File: config.mk
export PLATFORM = sky130hd
export DESIGN_NAME = branch_history_table
export DESIGN_NICKNAME = d
export VERILOG_FILES = /design/src/rtl/branch_history_table.sv
export SDC_FILE = /design/constraint.sdc
export NUM_CORES = 1
export LEC_CHECK = 0
export BUFFER_PORTS_ARGS = -buffer_cell sky130_fd_sc_hd__clkbuf_2
export CAP_MARGIN = 20
export CORE_MARGIN = 5
export CORE_UTILIZATION = 35
export CTS_CLUSTER_SIZE = 30
export DETAILED_ROUTE_END_ITERATION = 10
export PLACE_DENSITY = 0.58
export SLEW_MARGIN = 10
export SYNTH_ARGS = -nofsm -noshare
export SYNTH_HDL_FRONTEND = slang
export SYNTH_SLANG_ARGS = --single-unit
File: constraint.sdc
create_clock -name clk_i -period 4.2 [get_ports clk_i]
set_input_delay 0 -clock clk_i [delete_from_list [all_inputs] [get_ports clk_i]]
set_output_delay 0 -clock clk_i [all_outputs]
set_load 0.05 [all_outputs]
File: src/rtl/branch_history_table.sv
// branch_history_table: bimodal/gshare table of saturating counters with global history and branch statistics
module branch_history_table #(
  parameter int ENTRIES = 64,
  parameter int CNT_W   = 2,
  parameter int GHR_W   = 6,
  parameter int MODE    = 0
) (
  input  logic             clk_i,
  input  logic             rst_i,
  input  logic [31:0]      lookup_pc_i,
  output logic             predict_o,
  output logic [GHR_W-1:0] ghr_o,
  input  logic             upd_valid_i,
  input  logic [31:0]      upd_pc_i,
  input  logic [GHR_W-1:0] upd_ghr_i,
  input  logic             upd_taken_i,
  input  logic             upd_predict_i,
  input  logic             clear_i,
  output logic [31:0]      branch_cnt_o,
  output logic [31:0]      mispredict_cnt_o
);
  localparam int IDX_W = $clog2(ENTRIES);
  localparam logic [CNT_W-1:0] CNT_RST = CNT_W'(1 << (CNT_W - 1));
  localparam logic [CNT_W-1:0] CNT_MAX = '1;
  logic [CNT_W-1:0] table_q [ENTRIES];
  logic [GHR_W-1:0] ghr_q;
  logic [IDX_W-1:0] lk_idx, up_idx;
  logic [CNT_W-1:0] cur, nxt;
  logic             unused_ok;
  // gshare folds the history into the low index bits; bimodal uses the PC alone
  assign lk_idx = lookup_pc_i[IDX_W+1:2] ^ ((MODE != 0) ? IDX_W'(ghr_q) : '0);
  assign up_idx = upd_pc_i[IDX_W+1:2] ^ ((MODE != 0) ? IDX_W'(upd_ghr_i) : '0);
  assign predict_o = table_q[lk_idx][CNT_W-1];
  assign ghr_o = ghr_q;
  assign unused_ok = ^{lookup_pc_i[31:IDX_W+2], lookup_pc_i[1:0], upd_pc_i[31:IDX_W+2], upd_pc_i[1:0]};
  always_comb begin
    cur = table_q[up_idx];
    nxt = upd_taken_i ? ((cur == CNT_MAX) ? cur : cur + CNT_W'(1))
                      : ((cur == '0) ? cur : cur - CNT_W'(1));
  end
  always_ff @(posedge clk_i or negedge rst_i) begin
    if (!rst_i) begin
      for (int i = 0; i < ENTRIES; i++) table_q[i] <= CNT_RST;
      ghr_q <= '0;
    end else if (clear_i) begin
      for (int i = 0; i < ENTRIES; i++) table_q[i] <= CNT_RST;
      ghr_q <= '0;
    end else if (upd_valid_i) begin
      table_q[up_idx] <= nxt;
      ghr_q <= GHR_W'({ghr_q, upd_taken_i});
    end
  end
  // statistics survive a table clear
  always_ff @(posedge clk_i or negedge rst_i) begin
    if (!rst_i) begin
      branch_cnt_o <= '0;
      mispredict_cnt_o <= '0;
    end else if (upd_valid_i && !clear_i) begin
      branch_cnt_o <= branch_cnt_o + 32'(branch_cnt_o != '1);
      mispredict_cnt_o <= mispredict_cnt_o + 32'((upd_taken_i != upd_predict_i) && (mispredict_cnt_o != '1));
    end
  end
endmodule

==> run summary, run 1 <==
Initial core utilization: 35.53%
Largest family of logic cells by synthesized area: simple AND/OR/NAND/NOR gates
Register clock-pin slew on the reported worst setup and hold paths: 0.08 ns
Antenna fix cells: 0
Most frequent cells after synthesis: 134 x dfrtp_1, 108 x nand2_1, 73 x nor2_1
Worst Path Required: 4.50 ns
Synth Area in XOR/XNOR: 5.060%
Synth Area in Compound Gates: 14.64%
Max Cap Viol: 0
Cells after synthesis: 1,008
Resize count post-CTS: 0
Cell Area, Synth: 0.01056 sq mm
Chip height: 183.7 um
Post-synth ARST share: 100.0%
Pre-antenna DRT Iters: 5
DR iter-0 viols: 896
Main synth FF type: dfrtp_1
Gpl congestion: 0.8737
Clock root cell: clkbuf_16
Tcrit/Tclk final: 75.86%
Area Overhead vs Synth: 14.00%
Antenna Nets Post-Route: 0
Initial antenna violation count: 1
Total number of vias: 8,545
Routed len/inst: 22.06 um
Worst ir drop on vdd: 306.5 uV
Final Setup Violations: 0
Synth warn: 0
# port buffers: 88
Pre-CTS setup slack: 0.7246 ns
CTS sink count: 198
Multiplexer share of the synthesized area: 10.94%
RSZ-0062 raised after global routing: no
Final HPWL DP: 21,510 um
Final Worst Setup Slack: 1.014 ns
Crit start category: flip-flop
Skew final: 0.01140 ns
Maximum fanout along the worst path: 7
H-tree levels: 4
Top Ports: 147
Netlist cell types: 62
Slew @ Worst Pin: 0.9498 ns
Total gr overflow: 0
Clk buf depth: 2
Critical setup path kind: flip-flop to flip-flop
Final-report max-slew violation count: 0
Post-synth EDFFs: 0
Avg Cell Area, Syn: 10.47 sq um
Worst slew margin: 36.68%
DRC Markers: 0
Routed WL: 32,630 um
Synth area leader: dfrtp_1
CP Capture Type: flip-flop
Nets@finish: 1,156
Most frequent cell after synthesis: dfrtp_1
Core area: 0.02972 sq mm
Critical Path AT: 3.49 ns
Status: completed
Leak: 4.875 nW
Clock Latency Late Sink: 0.45 ns
GR Util All Layers: 19.33%
Share of the synthesized area in the top cell type: 31.76%
Proportion of layout cells with a drive suffix above 1: 26.91%
Synth Register Bits: 198
Placed cell areas: 0.01142 sq mm
CTS tree: built
Largest cells by area after synthesis: dfrtp_1 32%, dfstp_2 16%, mux4_2 7.0%
Vias per cell: 5.778
Post-route minimum period: 3.186 ns
Final Hold Vio Count: 0
Achievable Freq: 0.3139 GHz
Largest net degree at the start of global routing: 93
Syn Nets: 1,088
Worst hold path class: input port to flip-flop
CTS buffer count: 17
Simple-gate portion of the synthesized area: 17.68%
Seq/Total Area, Yosys: 47.69%
Non-Filler Instances: 1,479
Dpl cells: 1,446
First-pass GRT wire length: 50,480 um
Power density cells: 371.2 mW/mm^2
Fin Setup TNS: 0 ns
Die area: 0.03374 sq mm
Std-Cell Rows: 63
Adder-Cell Fraction of Synth Area: 0.4740%
Vias in the first global route: 8,453
Cell area after layout: 0.01204 sq mm
Die width: 183.7 um
cell families (layout without fill, tap and decap cells):
group / count (synthesis) / count (layout)
AO/OA/AOI/OAI: 226 / 226
XOR/XNOR: 61 / 61
adder cells (fa/ha/maj): 4 / 4
buffers and inverters: 81 / 162
flip-flops: 198 / 198
multiplexers: 72 / 72
AND/OR/NAND/NOR: 366 / 366
final cells by class:
| class | instances | area (sq um) |
|---|---|---|
| fill | 2892 | 17680 |
| clock buffer | 19 | 442.9 |
| tap | 390 | 488.0 |
| multi-input combinational | 729 | 5160 |
| timing repair buffer | 124 | 724.4 |
| clock inverter | 13 | 162.7 |
| sequential | 198 | 5035 |
| inverter | 6 | 22.52 |
placed cells by master (no fill, tap or decap), types with 6 or more instances in the layout:
cell	n
a31oi_1	21
nor2b_1	6
a21oi_1	49
xnor2_1	42
nand4_1	16
o21ai_0	51
nor2_1	73
a22oi_1	9
dfstp_2	64
mux2i_1	25
clkbuf_16	17
and3_1	24
o21ai_2	7
nand3b_1	46
o31ai_1	50
nand2_1	108
nor3_1	25
o2bb2ai_1	9
xor2_1	19
mux4_2	33
buf_4	36
clkbuf_2	86
dfrtp_1	134
nand3_1	26
and2_1	11
mux2_2	12
power breakdown:
group	internal, W	switching (W)	total [W]
registers	0.00197	0.0000720	0.00204
clock network	0.000918	0.000811	0.00173
logic	0.000183	0.000512	0.000695
total	0.00307	0.00140	0.00447
stage by stage:
step	utilization, %	power, W	hold slack [ns]
2_1_floorplan	-	0.002523	-0.2956
3_3_place_gp	38.43	0.002764	0.08844
3_5_place_dp	38.43	0.002766	0.08841
4_1_cts	40.50	0.004499	0.03947
5_1_grt	40.50	0.004634	0.06578
6_report	40.50	0.004467	0.06503
metal layers:
metal  GRT usage (%)  part of all wire [%]  up-vias
met5               0                 0.040        -
met4           6.198                   2.7        2
met3           5.263                   8.8       64
met2           28.45                    43      387
met1           27.76                    45     4266
li1                -                     -     3826
state kept, by name (all words and copies together), names as in the netlist:
name	cells
table_q	128
branch_cnt_o	32
ghr_o	6
mispredict_cnt_o	32
worst max-delay path, cell delays in order (launching register included):
cell       delay (ns)
dfstp_2          0.38
mux2_1           0.30
a221o_1          0.29
o2bb2ai_1        0.12
a211o_1          0.35
or4_1            0.44
and3_1           0.31
a22oi_2          0.53
buf_4            0.25
o21ai_0          0.08
final timing paths:
kind,slack [ns],end,depth (start not counted),start
max,1.01,table_q[34],9,table_q[115]
min,0.07,table_q[55],3,clear_i
max reg2reg,1.01,table_q[34],9,table_q[115]
min reg2reg,0.48,table_q[89],2,table_q[89]
max in group asynchronous,2.97,branch_cnt_o[3],3,rst_i
min in group asynchronous,0.13,table_q[84],2,rst_i
repair_timing:
| action | in CTS | in global routing |
|---|---|---|
| hold buffers | 1 | 0 |
| setup buffers | 0 | 0 |
| setup endpoints to repair | 0 | 0 |
| endpoints found under the hold margin | 76 | 0 |
Power figures use the tool's default switching activity.
==> inputs of run 2 (changes only) <==
--- a/config.mk
+++ b/config.mk
@@ -5,13 +5,14 @@
 export SDC_FILE = /design/constraint.sdc
 export NUM_CORES = 1
 export LEC_CHECK = 0
+export ABC_AREA = 1
 export BUFFER_PORTS_ARGS = -buffer_cell sky130_fd_sc_hd__clkbuf_2
 export CAP_MARGIN = 20
 export CORE_MARGIN = 5
 export CORE_UTILIZATION = 35
 export CTS_CLUSTER_SIZE = 30
 export DETAILED_ROUTE_END_ITERATION = 10
-export PLACE_DENSITY = 0.58
+export PLACE_DENSITY = 0.6
 export SLEW_MARGIN = 10
 export SYNTH_ARGS = -nofsm -noshare
 export SYNTH_HDL_FRONTEND = slang
==> constraint.sdc (replaced) <==
create_clock -name clk_i -period 2.6 [get_ports clk_i]
set_input_delay 0 -clock clk_i [delete_from_list [all_inputs] [get_ports clk_i]]
set_output_delay 0 -clock clk_i [all_outputs]
set_load 0.05 [all_outputs]
==> run summary, run 2 <==
Status: completed (unchanged)
Reg2Reg Depth: 15 (was 9)
Crit start category: flip-flop (unchanged)
Final core occ: 41.83% (was 40.50%)
Antenna Nets Post-Route: 0 (unchanged)
CTS sink count: 198 (unchanged)
Multi-input gate area: 0.005574 sq mm (was 0.005160 sq mm)
Share of the synthesized area in the top cell type: 28.87% (was 31.76%)
Proportion of layout cells with a drive suffix above 1: 17.43% (was 26.91%)
Initial antenna violation count: 0 (was 1)
Core area: 0.03262 sq mm (was 0.02972 sq mm)
Synth area leader: dfrtp_1 (unchanged)
GR peak layer: met2 (unchanged)
Grt met1 use: 28.12% (was 27.76%)
Routed len/inst: 16.90 um (was 22.06 um)
CTS buffer count: 17 (unchanged)
Cell Area, Synth: 0.01161 sq mm (was 0.01056 sq mm)
Most frequent cells after synthesis: 514 x nand2_1, 246 x nand3_1, 184 x inv_1 (was 134 x dfrtp_1, 108 x nand2_1, 73 x nor2_1)
Hold depth: 4 (was 3)
Max FFs per register: 128 (unchanged)
Netlist cell types: 31 (was 62)
Chip height: 192.2 um (was 183.7 um)
Vias per cell: 5.194 (was 5.778)
Worst Path Required: 2.98 ns (was 4.50 ns)
Max Cap Viol: 0 (unchanged)
Cell area after layout: 0.01364 sq mm (was 0.01204 sq mm)
Final Setup Violations: 0 (unchanged)
Die area: 0.03693 sq mm (was 0.03374 sq mm)
# fillers: 3,349 (was 2,892)
Initial core utilization: 35.60% (was 35.53%)
Vias in the first global route: 11.10k (was 8,453)
Largest net degree at the start of global routing: 89 (was 93)
Worst slew margin: 40.76% (was 36.68%)
Total number of vias: 11.47k (was 8,545)
Maximum fanout along the worst path: 4 (was 7)
Antenna fix cells: 0 (unchanged)
Total chip power: 0.007061 W (was 0.004467 W)
Non-Filler Instances: 2,209 (was 1,479)
RSZ-0062 raised after global routing: yes (was no)
Clock root cell: clkbuf_16 (unchanged)
Die width: 192.2 um (was 183.7 um)
Placed cell areas: 0.01281 sq mm (was 0.01142 sq mm)
Most frequent cell after synthesis: nand2_1 (was dfrtp_1)
Most frequent cells in the layout: 508 x nand2_1, 245 x nand3_1, 183 x inv_1 (was 134 x dfrtp_1, 108 x nand2_1, 86 x clkbuf_2)
Nets@finish: 1,834 (was 1,156)
Slew @ Worst Pin: 0.8886 ns (was 0.9498 ns)
Syn Nets: 1,724 (was 1,088)
First-pass GRT wire length: 59,440 um (was 50,480 um)
Synth warn: 0 (unchanged)
Power density cells: 517.5 mW/mm^2 (was 371.2 mW/mm^2)
Clock Latency Late Sink: 0.46 ns (was 0.45 ns)
Post-route minimum period: 2.528 ns (was 3.186 ns)
Worst path slowest cell: dfrtp_1 (was a22oi_2)
Met2 Resource Use GR: 32.11% (was 28.45%)
Post-synth ARST share: 100.0% (unchanged)
Cells after synthesis: 1,644 (was 1,008)
Avg Cell Area, Syn: 7.064 sq um (was 10.47 sq um)
Top Ports: 147 (unchanged)
Clk buf depth: 2 (unchanged)
Crit-path cells: nand2_2, nor3_1, nand3_1, nor3_1, a21oi_1, ha_2, ha_4, nand2_4, nor2_4, nand4_1, or2_1, nor2_2, nand2_2, nor2_2, xor2_1 (was mux2_1, a221o_1, o2bb2ai_1, a211o_1, or4_1, and3_1, a22oi_2, buf_4, o21ai_0)
Main synth FF type: dfrtp_1 (unchanged)
Tcrit/Tclk final: 97.24% (was 75.86%)
CTS tree: built (unchanged)
Std-Cell Rows: 66 (was 63)
Routed WL: 37,330 um (was 32,630 um)
Dpl cells: 2,157 (was 1,446)
Area Overhead vs Synth: 17.49% (was 14.00%)
Largest cells by area after synthesis: dfrtp_1 29%, nand2_1 17%, dfstp_2 14% (was dfrtp_1 32%, dfstp_2 16%, mux4_2 7.0%)
Pre-antenna DRT Iters: 5 (unchanged)
Reg area: 0.005042 sq mm (was 0.005035 sq mm)
H-tree levels: 4 (unchanged)
Register clock-pin slew on the reported worst setup and hold paths: 0.08 ns (about the same)
Critical setup path kind: flip-flop to flip-flop (unchanged)
Final-report max-slew violation count: 0 (unchanged)
Critical Path AT: 2.91 ns (was 3.49 ns)
Gpl congestion: 0.8770 (was 0.8737)
Biggest register: table_q (unchanged)
Worst hold path class: input port to flip-flop (unchanged)
DR iter-0 viols: 968 (was 896)
Worst ir drop on vdd: 481.8 uV (was 306.5 uV)
Synth Register Bits: 198 (unchanged)
DRC Markers: 0 (unchanged)
CP Capture Type: flip-flop (unchanged)
Biggest regs: table_q x128, branch_cnt_o x32, mispredict_cnt_o x32 (unchanged)
M3 GR Usage: 4.198% (was 5.263%)
Fin Setup TNS: 0 ns (unchanged)
CP peak stage delay: 0.43 ns (was 0.53 ns)
Skew final: 0.01378 ns (was 0.01140 ns)
Post-synth EDFFs: 0 (unchanged)
Seq/Total Area, Yosys: 43.35% (was 47.69%)
GR Util All Layers: 20.23% (was 19.33%)
Total gr overflow: 0 (unchanged)
Achievable Freq: 0.3955 GHz (was 0.3139 GHz)
Final HPWL DP: 23,820 um (was 21,510 um)
Commonest non-fill, non-tap cell in the layout: nand2_1 (was dfrtp_1)
# port buffers: 88 (unchanged)
Final Hold Vio Count: 0 (unchanged)
Leak: 7.273 nW (was 4.875 nW)
[run 2: cell count changes in the layout (fill, tap and decap cells not counted), moves of 24 or more]
cell	change
and3_1	-24
o31ai_1	-50
mux2i_1	-25
mux4_2	-33
nand3_1	+219
inv_1	+179
nand3b_1	-45
nand2_1	+400
nor2_1	+56
buf_4	+31
a21oi_1	+32
[run 2: what timing repair did]
item                                    in CTS  in global routing
hold buffers                                 2                  0
endpoints found under the setup margin       2                 20
endpoints found under the hold margin       72                  0
buffers inserted                             0                 18
pin swaps                                    0                 12
resized for setup                            2                 25
[run 2: kinds of logic after synthesis]
family / Yosys count / share of synthesized area (%)
simple gates: 959 / 34.86
buf+inv: 268 / 9.675
flops: 198 / 43.35
compound gates: 154 / 7.078
xor+xnor: 61 / 4.600
fa+ha+maj: 4 / 0.4310
[run 2: report_power, final]
group          internal (W)  total, W  leakage (nW)  switching (W)
clock network       0.00127   0.00265         0.273        0.00138
logic              0.000298   0.00119          4.54       0.000888
registers           0.00316   0.00322          2.46      0.0000591
total               0.00474   0.00706          7.27        0.00233
[run 2: final timing paths]
kind / to / startpoint / slack [ns]
max: mispredict_cnt_o[22] / mispredict_cnt_o[10] / 0.07
min: mispredict_cnt_o[0] / upd_valid_i / 0.03
max reg2reg: mispredict_cnt_o[22] / mispredict_cnt_o[10] / 0.07
min reg2reg: mispredict_cnt_o[16] / mispredict_cnt_o[16] / 0.50
max in group asynchronous: table_q[13] / rst_i / 1.58
min in group asynchronous: table_q[104] / rst_i / 0.14
[run 2: stage by stage]
| stage | hold slack [ns] | setup WS, ns |
|---|---|---|
| 2_1_floorplan | -0.2956 | 0.0009384 |
| 3_3_place_gp | 0.1150 | -0.03098 |
| 3_5_place_dp | 0.1140 | 0.01135 |
| 4_1_cts | 0.03175 | 0.03219 |
| 5_1_grt | 0.07364 | -0.09035 |
| 6_report | 0.03351 | 0.07175 |
[run 2: area by class of cell]
| type | instances | area share, % |
|---|---|---|
| Inverter | 191 | 5.254 |
| Multi-Input combinational cell | 1178 | 40.85 |
| Clock buffer | 17 | 3.118 |
| Sequential cell | 198 | 36.96 |
| Clock inverter | 15 | 1.027 |
| Timing Repair Buffer | 168 | 8.739 |
| Tap cell | 442 | 4.053 |
[run 2: metal layers]
layer	vias up	part of all wire, %
met3	57	8.8
met1	5469	45
li1	5441	-
met5	-	0
met2	507	45
met4	0	1.6
[run 2: critical path, delay by kind of cell (launching register included)]
family	cells	cell delay, ns
fa+ha+maj	2	0.36
flops	1	0.43
xor+xnor	1	0.15
simple gates	11	1.35
compound gates	1	0.17
==> inputs of run 3 (changes only) <==
--- a/config.mk
+++ b/config.mk
@@ -6,13 +6,14 @@
 export NUM_CORES = 1
 export LEC_CHECK = 0
 export ABC_AREA = 1
-export BUFFER_PORTS_ARGS = -buffer_cell sky130_fd_sc_hd__clkbuf_2
 export CAP_MARGIN = 20
 export CORE_MARGIN = 5
 export CORE_UTILIZATION = 35
 export CTS_CLUSTER_SIZE = 30
 export DETAILED_ROUTE_END_ITERATION = 10
-export PLACE_DENSITY = 0.6
+export DONT_BUFFER_PORTS = 1
+export GPL_TIMING_DRIVEN = 0
+export PLACE_DENSITY = 0.56
 export SLEW_MARGIN = 10
 export SYNTH_ARGS = -nofsm -noshare
 export SYNTH_HDL_FRONTEND = slang
==> run summary, run 3 (same netlist as run 2, synthesis figures left out) <==
Clock root cell: clkbuf_16 (unchanged)
Worst hold path class: input port to async pin (was input port to flip-flop)
WL met3: 4505 um (was 3270 um)
CTS sink count: 198 (unchanged)
Initial core utilization: 35.60% (unchanged)
Max FFs per register: 128 (unchanged)
Gpl congestion: 0.9885 (was 0.8770)
Critical setup path kind: flip-flop to flip-flop (unchanged)
Clock Latency Late Sink: 0.46 ns (about the same)
CP Capture Type: flip-flop (unchanged)
Pre-antenna DRT Iters: 5 (unchanged)
DR iter-0 viols: 1,090 (was 968)
DRC Markers: 0 (unchanged)
Antenna fix cells: 0 (unchanged)
Biggest register: table_q (unchanged)
Met1 wire length: 17,920 um (was 16,650 um)
Power density cells: 513.1 mW/mm^2 (was 517.5 mW/mm^2)
Max Used Layer: met4 (unchanged)
WL met2: 18,500 um (was 16,790 um)
Violated checks: hold timing, setup timing
# port buffers: 0 (was 88)
RSZ-0062 raised after global routing: yes (unchanged)
Nets@finish: 1,795 (was 1,834)
Die width: 192.2 um (unchanged)
Area Overhead vs Synth: 17.41% (was 17.49%)
Antenna Nets Post-Route: 0 (unchanged)
Status: complete, but fails checks (was completed)
CTS buffer count: 17 (unchanged)
Largest net degree at the start of global routing: 199 (was 89)
CTS tree: built (unchanged)
Hold_buf cts: 6 (was 2)
Maximum fanout along the worst path: 4 (unchanged)
Clk buf depth: 2 (unchanged)
Most frequent cells in the layout: 495 x nand2_1, 241 x nand3_1, 171 x inv_1 (was 508 x nand2_1, 245 x nand3_1, 183 x inv_1)
Total gr overflow: 0 (unchanged)
GR Util All Layers: 22.72% (was 20.23%)
Final HPWL DP: 27,070 um (was 23,820 um)
Skew final: 0.01958 ns (was 0.01378 ns)
Final-report max-slew violation count: 0 (unchanged)
Max Cap Viol: 0 (unchanged)
Crit start category: flip-flop (unchanged)
Top Ports: 147 (unchanged)
First-pass GRT wire length: 64,290 um (was 59,440 um)
Proportion of layout cells with a drive suffix above 1: 19.16% (was 17.43%)
Total number of vias: 11.47k (unchanged)
Achievable Freq: 0.3746 GHz (was 0.3955 GHz)
Chip height: 192.2 um (unchanged)
Routed WL: 42,290 um (was 37,330 um)
Core area: 0.03262 sq mm (unchanged)
Final Hold Vio Count: 198 (was 0)
Post-route minimum period: 2.669 ns (was 2.528 ns)
Tcrit/Tclk final: 102.7% (was 97.24%)
Final Worst Setup Slack: -0.06931 ns (was 0.07175 ns)
Critical Path AT: 3.00 ns (was 2.91 ns)
Initial antenna violation count: 0 (unchanged)
Register clock-pin slew on the reported worst setup and hold paths: 0.08 ns (about the same)
Worst Path Required: 2.93 ns (was 2.98 ns)
Slew @ Worst Pin: 0.9513 ns (was 0.8886 ns)
Worst hold margin: -0.7576 ns (was 0.03351 ns)
Final Setup Violations: 5 (was 0)
Vias per cell: 5.288 (was 5.194)
Worst slew margin: 36.58% (was 40.76%)
Biggest regs: table_q x128, branch_cnt_o x32, mispredict_cnt_o x32 (unchanged)
Die area: 0.03693 sq mm (unchanged)
Leak: 7.011 nW (was 7.273 nW)
Worst ir drop on vdd: 476.9 uV (was 481.8 uV)
Pre-CTS setup slack: -0.5723 ns (was 0.01135 ns)
Routed len/inst: 19.49 um (was 16.90 um)
Commonest non-fill, non-tap cell in the layout: nand2_1 (unchanged)
H-tree levels: 4 (unchanged)
Vias in the first global route: 11.05k (was 11.10k)
Std-Cell Rows: 66 (unchanged)
run 3: cell count changes in the layout (fill, tap and decap cells not counted), sizes merged:
cell         delta
inv             -2
clkinv          +3
clkinvlp        -1
buf            +18
clkbuf         -61
dlygate4sd3     +4
run 3: worst max-delay path: stages (launching register included):
cell and delay, ns:
dfrtp_4 0.59, nand2_4 0.12, nor3_4 0.05, inv_2 0.08
nor3_4 0.06, a21oi_2 0.19, ha_4 0.19, nand3_4 0.09
nor3_4 0.24, nand4_1 0.22, nor3_4 0.34, nand4_1 0.19
xnor2_1 0.16
run 3: layer usage:
metal,global-route usage [%],up-vias
met3,7.270,88
met5,0,-
met4,7.789,0
li1,-,5384
met1,30.61,5491
met2,34.53,511
run 3: final timing paths:
kind,startpoint,endpoint,slack (ns),cells past startpoint
min in group clk_i,clear_i,table_q[98],0.07,4
max in group asynchronous,rst_i,mispredict_cnt_o[2],2.93,0
worst max register to register,mispredict_cnt_o[15],mispredict_cnt_o[31],-0.07,12
worst max-delay path,mispredict_cnt_o[15],mispredict_cnt_o[31],-0.07,12
worst min register to register,table_q[58],table_q[58],0.52,2
worst min-delay path,rst_i,table_q[2],-0.76,0
run 3: area by class of cell:
| type | instances | area, sq um |
|---|---|---|
| Fill cell | 3337 | 18980 |
| Multi-Input combinational cell | 1178 | 5804 |
| Sequential cell | 198 | 5131 |
| Inverter | 191 | 716.9 |
| Tap cell | 442 | 553.0 |
| Timing Repair Buffer | 52 | 435.4 |
| Clock buffer | 17 | 425.4 |
| Buffer | 77 | 406.6 |
| Clock inverter | 15 | 162.7 |
run 3: where the power goes:
part	internal, W	leakage, nW	switching, W	total, W
clock	0.00129	0.281	0.00143	0.00272
sequential	0.00318	2.39	0.000365	0.00354
combinational	0.000201	4.34	0.000536	0.000738
total	0.00467	7.01	0.00233	0.00700
run 3: timing repair:
item                       4_1_cts  5_1_grt
setup endpoints to repair       43       38
buffers inserted                37       18
resized for setup              103       61
hold endpoints to repair       210      198
pin swaps                       23       30
run 3: stage by stage:
stage / setup TNS [ns] / total power, W / util, % / std cells / cell area (sq um)
3_3_place_gp: -10.58 / 0.004218 / 37.32 / 2086 / 12170
5_1_grt: -1.936 / 0.007249 / 41.80 / 2170 / 13640
4_1_cts: -0.3628 / 0.006994 / 40.98 / 2161 / 13370
3_5_place_dp: -11.10 / 0.004215 / 37.32 / 2086 / 12170
6_report: -0.2542 / 0.006996 / 41.80 / 2170 / 13640
2_1_floorplan: 0 / 0.003947 / - / 1644 / 11620
